`config.mk`:
```
export PLATFORM = sky130hd
export DESIGN_NAME = transmitter
export DESIGN_NICKNAME = d
export VERILOG_FILES = /design/src/rtl/spart_pkg.sv /design/src/rtl/transmitter.sv
export SDC_FILE = /design/constraint.sdc
export NUM_CORES = 1
export LEC_CHECK = 0
export ABC_AREA = 1
export CAP_MARGIN = 20
export CORE_UTILIZATION = 40
export CTS_BUF_LIST = sky130_fd_sc_hd__clkbuf_8
export CTS_CLUSTER_SIZE = 12
export DETAILED_ROUTE_END_ITERATION = 10
export GPL_ROUTABILITY_DRIVEN = 0
export PLACE_DENSITY = 0.67
export SLEW_MARGIN = 40
export SYNTH_ARGS = -nofsm -noshare
export SYNTH_HDL_FRONTEND = slang
export SYNTH_SLANG_ARGS = --single-unit
```
`constraint.sdc`:
```
create_clock -name clk -period 1.9 [get_ports clk]
set_input_delay 0.57 -clock clk [delete_from_list [all_inputs] [get_ports clk]]
set_output_delay 0.57 -clock clk [all_outputs]
set_load 0.005 [all_outputs]
```
`src/rtl/spart_pkg.sv`:
```
// spart_pkg: shared SPART types and default frame constants
package spart_pkg;

    typedef enum logic [1:0] {
        TX_IDLE,
        TX_START,
        TX_DATA,
        TX_STOP
    } tx_state_t;

    localparam int DEF_DATA_BITS = 8;
    localparam int DEF_STOP_BITS = 1;

endpackage

```
`src/rtl/transmitter.sv`:
```
// transmitter: double-buffered serial transmitter paced by an external baud tick
module transmitter
    import spart_pkg::*;
#(
    parameter int DATA_BITS = DEF_DATA_BITS,
    parameter int STOP_BITS = DEF_STOP_BITS,
    parameter bit LSB_FIRST = 1'b1
) (
    input  logic                 clk,
    input  logic                 rst,
    input  logic                 brg_en,
    input  logic [DATA_BITS-1:0] tx_data,
    input  logic                 tx_load,
    input  logic                 clr_ovr,
    output logic                 TX,
    output logic                 TBR,
    output logic                 busy,
    output logic                 tx_ovr
);

    localparam int CW = $clog2(DATA_BITS + 1);
    localparam logic [CW-1:0] LAST = CW'(DATA_BITS - 1);

    tx_state_t            state, state_nxt;
    logic [DATA_BITS-1:0] hold_reg, hold_nxt, shift_reg, shift_nxt, shifted;
    logic [CW-1:0]        cnt, cnt_nxt;
    logic                 hold_valid, hold_valid_nxt;
    logic                 tx_reg, tx_nxt;
    logic                 ovr, ovr_nxt;
    logic                 stop_cnt, stop_cnt_nxt;
    logic                 stop_last, start_frame;

    function automatic logic first_bit(input logic [DATA_BITS-1:0] v);
        return LSB_FIRST ? v[0] : v[DATA_BITS-1];
    endfunction

    assign shifted     = LSB_FIRST ? (shift_reg >> 1) : (shift_reg << 1);
    assign stop_last   = (STOP_BITS == 1) | stop_cnt;
    assign start_frame = brg_en & hold_valid &
                         ((state == TX_IDLE) | ((state == TX_STOP) & stop_last));
    assign TX     = tx_reg;
    assign TBR    = ~hold_valid;
    assign busy   = (state != TX_IDLE);
    assign tx_ovr = ovr;

    // next-state: buffer writes, overrun flag and the per-tick frame sequencing
    always_comb begin
        state_nxt      = state;
        hold_nxt       = hold_reg;
        hold_valid_nxt = hold_valid;
        shift_nxt      = shift_reg;
        cnt_nxt        = cnt;
        stop_cnt_nxt   = stop_cnt;
        tx_nxt         = tx_reg;
        ovr_nxt        = (tx_load & hold_valid) | (ovr & ~clr_ovr);
        if (tx_load && !hold_valid) begin
            hold_nxt       = tx_data;
            hold_valid_nxt = 1'b1;
        end
        if (brg_en) begin
            case (state)
                TX_IDLE:  tx_nxt = 1'b1;
                TX_START: begin
                    tx_nxt    = first_bit(shift_reg);
                    cnt_nxt   = '0;
                    state_nxt = TX_DATA;
                end
                TX_DATA: begin
                    if (cnt < LAST) begin
                        shift_nxt = shifted;
                        tx_nxt    = first_bit(shifted);
                        cnt_nxt   = cnt + 1'b1;
                    end else begin
                        tx_nxt       = 1'b1;
                        stop_cnt_nxt = 1'b0;
                        state_nxt    = TX_STOP;
                    end
                end
                TX_STOP: begin
                    if (!stop_last) begin
                        stop_cnt_nxt = 1'b1;
                    end else begin
                        tx_nxt    = 1'b1;
                        state_nxt = TX_IDLE;
                    end
                end
                default: state_nxt = TX_IDLE;
            endcase
        end
        if (start_frame) begin
            shift_nxt      = hold_reg;
            hold_valid_nxt = 1'b0;
            tx_nxt         = 1'b0;
            state_nxt      = TX_START;
        end
    end

    // all state registers; reset drives the line high at once and drops any frame
    always_ff @(posedge clk or negedge rst) begin
        if (!rst) begin
            state      <= TX_IDLE;
            hold_reg   <= '0;
            hold_valid <= 1'b0;
            shift_reg  <= '0;
            cnt        <= '0;
            stop_cnt   <= 1'b0;
            tx_reg     <= 1'b1;
            ovr        <= 1'b0;
        end else begin
            state      <= state_nxt;
            hold_reg   <= hold_nxt;
            hold_valid <= hold_valid_nxt;
            shift_reg  <= shift_nxt;
            cnt        <= cnt_nxt;
            stop_cnt   <= stop_cnt_nxt;
            tx_reg     <= tx_nxt;
            ovr        <= ovr_nxt;
        end
    end

endmodule
```
==> summary.txt <==
Power
  • Peak supply drop: 0.6282 mV
  • Total power: 2.343 mW
  • Power Dens Cells: 1444 nW/µm²
  • Leak pwr: 0.8564 nW

Worst hold path
  • Worst Hold Class: register to register
  • WHS Endpoint: TX
  • Worst hold path depth: 2
  • Hold Startpoint: TX

Floorplan
  • Starting Density: 42.20%
  • Num rows: 20
  • Die outline width: 58.98 µm
  • Die span in y: 58.98 µm
  • Full die area: 3479 µm²
  • CORE AREA: 3078 µm²
  • IO Pins: 17

Global route
  • GR Util met3: 2.620%
  • GR Util met2: 26.62%
  • Gr busiest metal: met2
  • Initial antenna violation count: 0
  • GRT Total Usage: 15.81%
  • Largest net degree at the start of global routing: 26
  • Vias in the first global route: 1052
  • Met1 track demand over resource: 19.38%
  • Remaining global-route overflow: 0
  • First-pass GRT wire length: 4174 µm

Routing
  • DR vias: 1019
  • WL/cell: 9.956 µm
  • Residual DRC: 0
  • DRT iter0 DRCs: 18
  • First-pass DRT Iterations: 4
  • Via density: 4.509
  • Final wirelength: 2250 µm
  • Antenna-violating nets left: 0

Critical path
  • Setup CP Type: register to output pin
  • Critical path's slowest cell: dfstp_2
  • Crit Reg-Reg Startpoint: state[1]
  • Family with the most delay on the worst path: flip-flops
  • Data required time of the worst path: 1330 ps
  • Slowest Stage Delay on Critical Path: 530 ps
  • Critical path arrival: 1280 ps
  • R2R cell count: 8
  • R2r setup slk: 410 ps
  • CP Launch Type: register
  • Nature of the critical path endpoint: output pin
  • R2r endpoint: shift_reg[3]
  • Crit path buffers/inverters: 1
  • Crit-path max FO: 2
  • Crit path cell chain: clkdlybuf4s50_1

Timing
  • TNS Setup: 0 ps
  • Ratio of final minimum period to clock period: 97.50%
  • Min cycle time layout: 1853 ps
  • PnR worst setup slack: 47.43 ps
  • Slew margin rel.: 78.67%
  • Fmax: 539.8 MHz
  • Min Hold Slack: 467.5 ps
  • Hold Violations, Final: 0
  • Worst Tran Pin Value: 319.9 ps
  • RSZ-0062 raised after global routing: no
  • Layout Skew: 4.696 ps
  • Max Slew Vio Count: 0
  • Final setup viols: 0

Synth
  • Net Count, Synth: 173
  • Mapped cell area: 1299 µm²
  • Netlist cell types: 18
  • Syn avg cell area: 8.489 µm²
  • Top area cells in the synthesized netlist: dfrtp_1 (46%), nand2_1 (17%), ha_1 (6.7%)
  • Warnings, synthesis: 0
  • Post-synthesis register bit count: 25
  • Seq/Total Area, Yosys: 48.27%
  • Yosys top cell area share: 46.24%
  • Synth area leader: dfrtp_1
  • Post-Syn Instances: 153

Layout
  • Area growth, synth to finish: 24.95%
  • Layout cell share with drive strength beyond 1: 15.38%
  • N_diodes: 0
  • Nets@finish: 203
  • Commonest non-fill, non-tap cell in the layout: nand2_1
  • Util after Layout: 52.72%
  • Most frequent cells in the layout: nand2_1 (58), dfrtp_1 (24), inv_1 (20), clkdlybuf4s50_1 (15), buf_4 (11)
  • # fillers: 288

CTS
  • Root buffer cell: clkbuf_8
  • TritonCTS Sinks: 25
  • CTS Buf Count: 3
  • Clock latency on the worst-skew pair: 270 ps
  • Max clock buf depth: 2
  • CTS tree: yes
  • Clock transition at the registers of the reported paths: 80 ps
  • CTS H-tree depth: 1

Placement
  • IO buf count: 16
  • DP Wirelength: 1723 µm
  • Pre-CTS setup slack: -33.57 ps

Run
  • Max cap viols: 0

Outcome
  • Status: completed
-- timing repair --
item	in CTS	in global routing
hold buffers	0	0
buffers inserted	1	0
resized for setup	1	0
setup endpoints to repair	2	0
-- worst max path at each step --
stage / from / endpoint / cells after the start
detailed placement: brg_en / shift_reg[3] / 7
global placement: brg_en / shift_reg[7] / 7
CTS: TX / TX / 1
global route: TX / TX / 1
floorplan: state[0] / state[0] / 7
finish: TX / TX / 1
-- metrics by stage --
step,std cells,cell area [µm²]
4_1_cts,226,1623
6_report,226,1623
5_1_grt,226,1623
2_1_floorplan,153,1299
3_5_place_dp,221,1570
3_3_place_gp,221,1570
-- power breakdown --
group / switching, mW / internal, mW
Combinational: 0.623 / 0.512
Sequential: 0.120 / 0.772
Clock: 0.169 / 0.147
Total: 0.912 / 1.43
-- layer usage --
metal	part of all wire [%]	vias to the layer above
li1	-	528
met1	48	459
met2	45	23
met3	3.6	9
met4	3.2	0
met5	0	-
-- Yosys cell counts (all sizes together) --
master / n
or2: 1
nand4: 1
buf: 2
o21ai: 10
mux2: 4
nand3: 9
nor2: 9
dfstp: 1
dfrtp: 24
inv: 20
nand2: 59
ha: 7
a21oi: 5
nor3b: 1
-- kinds of logic after synthesis --
| logic type | Yosys count | synth area share (%) |
|---|---|---|
| simple gates | 80 | 27.36 |
| flops | 25 | 48.27 |
| fa+ha+maj | 7 | 6.743 |
| buf+inv | 22 | 7.225 |
| compound gates | 15 | 6.936 |
| mux | 4 | 3.468 |
-- worst register-to-register path: cells and delay by family, from the launching register on --
family          cells  cell delay, ps
buf+inv             3             400
flops               1             390
compound gates      1             110
fa+ha+maj           1             250
simple gates        3             290
-- cell type report --
cell class | count | area, µm² | area share, %
multi-input combinational | 106 | 578.1 | 35.62
inverter | 20 | 75.07 | 4.626
sequential | 25 | 626.9 | 38.63
timing repair buffer | 27 | 241.5 | 14.88
clock buffer | 3 | 41.29 | 2.544
tap | 44 | 55.05 | 3.392
clock inverter | 1 | 5.005 | 0.3084
No activity file was read; power rests on OpenSTA's default activity.
